## src/rtl/nand_rd_pkg.sv

```systemverilog
// Shared types and constants for the NAND read-data packer: FSM states,
// word geometry and the byte-pair insertion helper.
package nand_rd_pkg;

    typedef enum logic [1:0] {
        IDLE    = 2'd0,
        CAPTURE = 2'd1,
        FLUSH   = 2'd2,
        DONE    = 2'd3
    } state_t;

    localparam int WORD_W         = 64;
    localparam int BYTES_PER_WORD = 8;
    localparam int PAIRS_PER_WORD = BYTES_PER_WORD / 2;
    localparam int SLOT_W         = $clog2(PAIRS_PER_WORD);

    // Slot s holds the rise byte at byte 2s and the fall byte at byte 2s+1.
    function automatic logic [WORD_W-1:0] insert_pair(
        input logic [WORD_W-1:0] word,
        input logic [SLOT_W-1:0] slot,
        input logic [7:0]        rise,
        input logic [7:0]        fall
    );
        logic [WORD_W-1:0] w;
        w = word;
        w[int'(slot)*16 +: 8]     = rise;
        w[int'(slot)*16 + 8 +: 8] = fall;
        return w;
    endfunction

endpackage

```

## src/rtl/nand_rd_fifo.sv

```systemverilog
// Synchronous FIFO for packed words; head reads as zero while empty so the
// packer outputs are all-zero after reset.
module nand_rd_fifo
#(
    parameter int DEPTH  = 4,
    parameter int DATA_W = 65
)
(
    input  logic              CLK,
    input  logic              RST_N,
    input  logic              push,
    input  logic [DATA_W-1:0] push_data,
    input  logic              pop,
    output logic [DATA_W-1:0] head,
    output logic              full,
    output logic              empty
);

    localparam int AW = $clog2(DEPTH);

    logic [DATA_W-1:0] mem [DEPTH];
    logic [AW:0]       wr_ptr;
    logic [AW:0]       rd_ptr;
    logic              do_wr;
    logic              do_rd;

    assign empty = (wr_ptr == rd_ptr);
    assign full  = (wr_ptr[AW] != rd_ptr[AW]) && (wr_ptr[AW-1:0] == rd_ptr[AW-1:0]);
    // A pop frees the head slot in the same cycle, so a full FIFO may still accept.
    assign do_wr = push && (!full || pop);
    assign do_rd = pop && !empty;
    assign head  = empty ? '0 : mem[rd_ptr[AW-1:0]];

    always_ff @(posedge CLK or negedge RST_N) begin
        if (!RST_N) begin
            wr_ptr <= '0;
            rd_ptr <= '0;
        end else begin
            if (do_wr) wr_ptr <= wr_ptr + (AW+1)'(1);
            if (do_rd) rd_ptr <= rd_ptr + (AW+1)'(1);
        end
    end

    always_ff @(posedge CLK) begin
        if (do_wr) mem[wr_ptr[AW-1:0]] <= push_data;
    end

endmodule

```

## src/rtl/nand_rd_packer.sv

```systemverilog
// Packs captured DDR byte pairs into 64-bit words for the page buffer.
// Optional build macro RD_CHECKSUM_EN enables the running XOR checksum.
module nand_rd_packer
    import nand_rd_pkg::*;
#(
    parameter int FIFO_DEPTH = 4,
    parameter int LEN_W      = 16
)
(
    input  logic             CLK,
    input  logic             RST_N,
    input  logic             start,
    input  logic [LEN_W-1:0] len_bytes,
    input  logic             in_valid,
    input  logic [7:0]       in_rise,
    input  logic [7:0]       in_fall,
    output logic             out_valid,
    input  logic             out_ready,
    output logic [63:0]      out_data,
    output logic             out_last,
    output logic             busy,
    output logic             done,
    output logic             overflow,
    output logic             stray,
    output logic [7:0]       checksum
);

    state_t              state;
    state_t              state_nx;
    logic [LEN_W-1:0]    count;
    logic [SLOT_W-1:0]   slot;
    logic [WORD_W-1:0]   partial;
    logic [WORD_W-1:0]   word_nx;
    logic [WORD_W-1:0]   push_word;
    logic [WORD_W:0]     push_data;
    logic [WORD_W:0]     head;
    logic                push;
    logic                push_last;
    logic                pop;
    logic                fifo_full;
    logic                fifo_empty;
    logic                start_ok;
    logic                len_bad;
    logic                pair_ok;
    logic                last_pair;
    logic                slot_wrap;

    assign start_ok  = (state == IDLE) && start;
    assign len_bad   = (len_bytes == '0) || len_bytes[0];
    assign pair_ok   = (state == CAPTURE) && in_valid;
    assign last_pair = (count == LEN_W'(2));
    assign slot_wrap = (slot == SLOT_W'(PAIRS_PER_WORD - 1));
    assign word_nx   = insert_pair(partial, slot, in_rise, in_fall);
    assign pop       = out_valid && out_ready;

    always_comb begin
        state_nx = state;
        case (state)
            IDLE:    if (start) state_nx = len_bad ? DONE : CAPTURE;
            CAPTURE: if (pair_ok && last_pair) state_nx = slot_wrap ? DONE : FLUSH;
            FLUSH:   state_nx = DONE;
            DONE:    state_nx = IDLE;
            default: state_nx = IDLE;
        endcase
    end

    // Full words go straight into the FIFO on their completing pair; a partial
    // final word waits one cycle in FLUSH.
    always_comb begin
        push      = 1'b0;
        push_last = 1'b0;
        push_word = partial;
        if (pair_ok && slot_wrap) begin
            push      = 1'b1;
            push_last = last_pair;
            push_word = word_nx;
        end else if (state == FLUSH) begin
            push      = 1'b1;
            push_last = 1'b1;
        end
        push_data = {push_last, push_word};
    end

    always_ff @(posedge CLK or negedge RST_N) begin
        if (!RST_N) state <= IDLE;
        else        state <= state_nx;
    end

    always_ff @(posedge CLK or negedge RST_N) begin
        if (!RST_N) begin
            count    <= '0;
            slot     <= '0;
            partial  <= '0;
            overflow <= 1'b0;
            stray    <= 1'b0;
        end else begin
            if (start_ok) begin
                count    <= len_bytes;
                slot     <= '0;
                partial  <= '0;
                overflow <= 1'b0;
            end else if (pair_ok) begin
                count   <= count - LEN_W'(2);
                slot    <= slot + SLOT_W'(1);
                partial <= slot_wrap ? '0 : word_nx;
            end else if (state == FLUSH) begin
                partial <= '0;
            end
            if (push && fifo_full && !pop) overflow <= 1'b1;
            if (in_valid && (state != CAPTURE)) stray <= 1'b1;
            else if (start_ok)                  stray <= 1'b0;
        end
    end

`ifdef RD_CHECKSUM_EN
    logic [7:0] csum;

    always_ff @(posedge CLK or negedge RST_N) begin
        if (!RST_N)       csum <= '0;
        else if (start_ok) csum <= '0;
        else if (pair_ok)  csum <= csum ^ in_rise ^ in_fall;
    end

    assign checksum = csum;
`else
    assign checksum = 8'h00;
`endif

    nand_rd_fifo #(
        .DEPTH  (FIFO_DEPTH),
        .DATA_W (WORD_W + 1)
    ) u_fifo (
        .CLK       (CLK),
        .RST_N     (RST_N),
        .push      (push),
        .push_data (push_data),
        .pop       (pop),
        .head      (head),
        .full      (fifo_full),
        .empty     (fifo_empty)
    );

    assign out_valid = !fifo_empty;
    assign out_data  = head[WORD_W-1:0];
    assign out_last  = head[WORD_W];
    assign busy      = (state != IDLE);
    assign done      = (state == DONE);

endmodule

```

## config.mk

```make
export PLATFORM = sky130hd
export DESIGN_NAME = nand_rd_packer
export DESIGN_NICKNAME = d
export VERILOG_FILES = /design/src/rtl/nand_rd_pkg.sv /design/src/rtl/nand_rd_fifo.sv /design/src/rtl/nand_rd_packer.sv
export SDC_FILE = /design/constraint.sdc
export NUM_CORES = 1
export LEC_CHECK = 0
export CORE_ASPECT_RATIO = 1.5
export CORE_UTILIZATION = 30
export CTS_BUF_LIST = sky130_fd_sc_hd__clkbuf_8
export DETAILED_ROUTE_END_ITERATION = 10
export SYNTH_ARGS = -nofsm -noshare
export SYNTH_HDL_FRONTEND = slang
export SYNTH_SLANG_ARGS = --single-unit
```

## constraint.sdc

```tcl
create_clock -name CLK -period 3.8 [get_ports CLK]
set_input_delay 0.76 -clock CLK [delete_from_list [all_inputs] [get_ports CLK]]
set_output_delay 0.76 -clock CLK [all_outputs]
set_load 0.05 [all_outputs]
```

==> summary.txt <==
Timing
  • Final Hold Vio Count: 0
  • Final worst-path cycle share: 96.0%
  • Max_slew headroom: 42.6%
  • Final setup violating endpoints: 0
  • Setup TNS: 0 ns
  • Final number of max-transition violations: 0
  • Highest clock frequency the design can meet: 274 MHz
  • Minimum period implied by the final worst setup slack: 3.65 ns
  • Actual slew at the worst max-slew pin: 0.855 ns
  • RSZ-0062 raised after global routing: no
  • Worst clock skew on the final layout: 0.0167 ns

Pwr
  • Relative contribution of the clock network to total power: 18.5%
  • Sw frac: 41.7%
  • P_leak: 6.26 nW
  • P_sw: 6.67 mW
  • Areal power density over the cells: 910 mW/mm^2
  • Combinational fraction of design power: 48.4%
  • Internal power component: 9.33 mW
  • Worst vdd ir: 0.643 mV
  • Part of the total power dissipated in sequential elements: 33.1%

Setup path
  • FF-to-FF End: u_fifo.mem[0][52]$_DFFE_PP_
  • Worst reg2reg startpoint: slot[1]$_DFFE_PN0P_
  • Data arrival, critical path: 2.89 ns
  • Reg2Reg Depth: 5
  • Worst Path Required: 3.04 ns
  • Kind of start point of the critical path: flop
  • Crit path capture type: primary output
  • Register-to-register setup slack: 1.05 ns
  • Largest fanout on the critical path: 37
  • Critical setup path kind: flop to primary output

Logic synthesis
  • Area fraction of the dominant cell type after synthesis: 53.4%
  • Avg Synthesized Cell Area: 17.0 um^2
  • Yosys warning count: 0
  • Number of distinct library cell variants in the gate-level netlist after synthesis: 50
  • Flop and latch count out of synthesis: 352
  • Proportion of register bits with asynchronous set or reset after synthesis: 26.1%
  • Main area contributors after synthesis: sky130_fd_sc_hd__edfxtp_1 (53%), sky130_fd_sc_hd__dfrtp_1 (16%), sky130_fd_sc_hd__mux4_2 (10%), sky130_fd_sc_hd__a22o_1 (7.2%), sky130_fd_sc_hd__and2_1 (3.3%)
  • Most frequent cells after synthesis: sky130_fd_sc_hd__edfxtp_1 (260), sky130_fd_sc_hd__a22o_1 (120), sky130_fd_sc_hd__dfrtp_1 (92), sky130_fd_sc_hd__and2_1 (78), sky130_fd_sc_hd__mux4_2 (65)
  • Number of cells produced by synthesis: 863
  • Number of flops mapped to enable cells by yosys: 260
  • Synth area leader: sky130_fd_sc_hd__edfxtp_1
  • Most used standard cell by instance count after synthesis: sky130_fd_sc_hd__edfxtp_1
  • Area share of and/or/nand/nor cells after synthesis: 7.41%
  • Fraction of the mapped netlist area in compound gates: 8.74%
  • Post-Synth XOR/XNOR Area: 1.08%
  • Combinational family with the most area after synthesis: multiplexers
  • Post-synthesis instance area: 0.0146 mm^2
  • Sequential fraction of the synthesis area: 69.1%
  • Multiplexer fraction of the synthesized cell area: 10.2%
  • Most instantiated flip-flop cell in the synthesis netlist: sky130_fd_sc_hd__edfxtp_1
  • Post-synthesis share of cell area spent on full adders, half adders and majority gates: 1.45%

Die
  • Full die area: 0.0497 mm^2
  • Die span in x: 182 um
  • Initial Util: 30.5%
  • Core ar.: 0.0479 mm^2
  • Cell row count: 98
  • Height of the die: 272 um
  • Number of I/O pins: 115

Flow run
  • Max-cap violations: 0

Drt
  • Number of antenna-violating nets in the routed design: 0
  • Drt initial violations: 569
  • Count of unresolved DRC violations after routing: 0
  • Total Wirelength: 34.3 mm
  • Wire length per cell after detailed routing: 20.2 um
  • Via density: 4.85
  • Via count: 8,208
  • First-pass iteration count of the detailed router: 4

Placed design
  • Port buffer count: 106
  • Global placement routability congestion: 0.768
  • DP HPWL: 22.3 mm
  • Placed cell area: 0.0166 mm^2

Global routing
  • Via count of the first global-routing pass: 8,614
  • Aggregate global routing overflow: 0
  • First-pass GRT wire length: 52.2 mm
  • Largest net degree at the start of global routing: 59
  • Initial antenna violation count: 2
  • Overall global routing resource usage: 13.9%

Clock network
  • Buffer type at the clock tree root: sky130_fd_sc_hd__clkbuf_8
  • Clock transition at the registers of the reported paths: 0.06 ns
  • CTS tree: yes
  • Buffer depth of the longest clock path: 3
  • Number of buffers added by the clock tree synthesis step: 51
  • Clock tree sinks: 352
  • Insertion delay of the later-clocked pin in the worst-skew pair: 0.59 ns
  • # Post-CTS Setup Buffers: 0
  • Maximum level of the CTS H-tree: 2

Finish
  • Proportion of layout cells with a drive suffix above 1: 17.0%
  • Post-route cell area: 0.0176 mm^2
  • Post-layout nets: 1,052
  • Area growth from synthesis to final layout: 20.1%

Min path
  • Worst Hold Class: primary input to async pin

Run status
  • Outcome: finished clean
==> stage by stage <==
stage	std cells	power, mW	worst slack [ns]	utilization, %	hold slack (ns)
6_report	1692	16.0	0.152	36.7	0.252
3_3_place_gp	1595	13.2	0.702	34.5	0.469
4_1_cts	1691	16.3	0.0400	36.6	0.259
2_1_floorplan	870	10.6	0.314	-	0.451
5_1_grt	1692	16.8	0.00184	36.7	0.309
3_5_place_dp	1595	13.3	0.702	34.5	0.471
==> power groups by stage <==
| stage | Clock, mW | Combinational, mW | Sequential [mW] |
|---|---|---|---|
| 6_report | 2.96 | 7.75 | 5.29 |
| 5_1_grt | 3.20 | 8.22 | 5.37 |
| 4_1_cts | 3.06 | 7.94 | 5.30 |
| 3_5_place_dp | 0 | 7.92 | 5.38 |
| 3_3_place_gp | 0 | 7.89 | 5.33 |
| 2_1_floorplan | 0 | 5.32 | 5.33 |
==> routing by layer <==
layer  track usage (%)  wire [um]  share of wire (%)
met1              15.9      13500                 39
met2              25.9      18500                 54
met3              2.33       1320                3.8
met4              5.22        957                2.8
met5                 0         17              0.050
==> worst max-delay path by stage <==
stage                                            end  slack (ns)                         start  cells after the start
after floorplan           u_fifo.mem[3][0]$_DFFE_PP_        0.31           slot[1]$_DFFE_PN0P_                      5
after global placement                  out_data[55]        0.70  u_fifo.rd_ptr[2]$_DFFE_PN0P_                      5
after detailed placement                out_data[55]        0.70  u_fifo.rd_ptr[2]$_DFFE_PN0P_                      5
after CTS                               out_data[55]        0.04  u_fifo.rd_ptr[2]$_DFFE_PN0P_                      5
after global routing                    out_data[55]       0.002  u_fifo.rd_ptr[2]$_DFFE_PN0P_                      5
final                                    out_data[3]        0.15  u_fifo.rd_ptr[0]$_DFFE_PN0P_                      4
==> area by class of cell <==
type,count,area (um^2)
fillers,4492,30400
flip-flops and latches,352,10100
multi-input cells,451,4250
repair buffers,130,1330
well taps,650,813
clock buffers,58,798
clock inverters,38,216
inverters,12,45.0
diodes,1,2.50
==> state kept, by name, indices dropped and copies added, names as in the netlist, 2 cells and up <==
| name | flops |
|---|---|
| partial | 64 |
| slot | 2 |
| u_fifo.rd_ptr | 3 |
| u_fifo.mem | 260 |
| u_fifo.wr_ptr | 3 |
| state | 2 |
| count | 16 |
==> cells by family (layout without fill, tap and decap cells) <==
group	count (synthesis)	count (layout)
AND/OR/NAND/NOR	183	183
flip-flops	352	352
adder cells (fa/ha/maj)	17	17
multiplexers	67	67
buffers and inverters	67	238
other	1	9
AO/OA/AOI/OAI	158	158
XOR/XNOR	18	18
==> placed cells by master (no fill, tap or decap), drive strengths merged, types with 4 or more instances in the layout <==
cell type | Yosys | routed
buf | 30 | 25
nor3 | 9 | 9
a31oi | 5 | 5
xor2 | 7 | 7
clkbuf | 25 | 58
edfxtp | 260 | 260
nand2 | 31 | 31
clkinv | 0 | 15
inv | 12 | 32
xnor2 | 11 | 11
clkdlybuf4s50 | 0 | 104
nor4 | 9 | 9
conb | 1 | 8
nand3 | 8 | 8
mux4 | 65 | 65
nor2 | 18 | 18
or3 | 8 | 8
a21oi | 6 | 6
o21ai | 18 | 18
nand4 | 4 | 4
a22o | 120 | 120
dfrtp | 92 | 92
ha | 17 | 17
and2 | 78 | 78
==> repair_timing <==
action | in CTS | in global routing
gates resized for setup | 0 | 1
hold endpoints to repair | 0 | 0
endpoints found under the setup margin | 0 | 1
hold buffers | 0 | 0
==> critical path, stage by stage, from the launching register on <==
cell and delay (ns):
sky130_fd_sc_hd__dfrtp_4 0.49, sky130_fd_sc_hd__buf_12 0.31, sky130_fd_sc_hd__mux4_2 0.59, sky130_fd_sc_hd__and2_1 0.18
sky130_fd_sc_hd__clkdlybuf4s50_1 0.69
No activity file was read; power rests on OpenSTA's default activity.
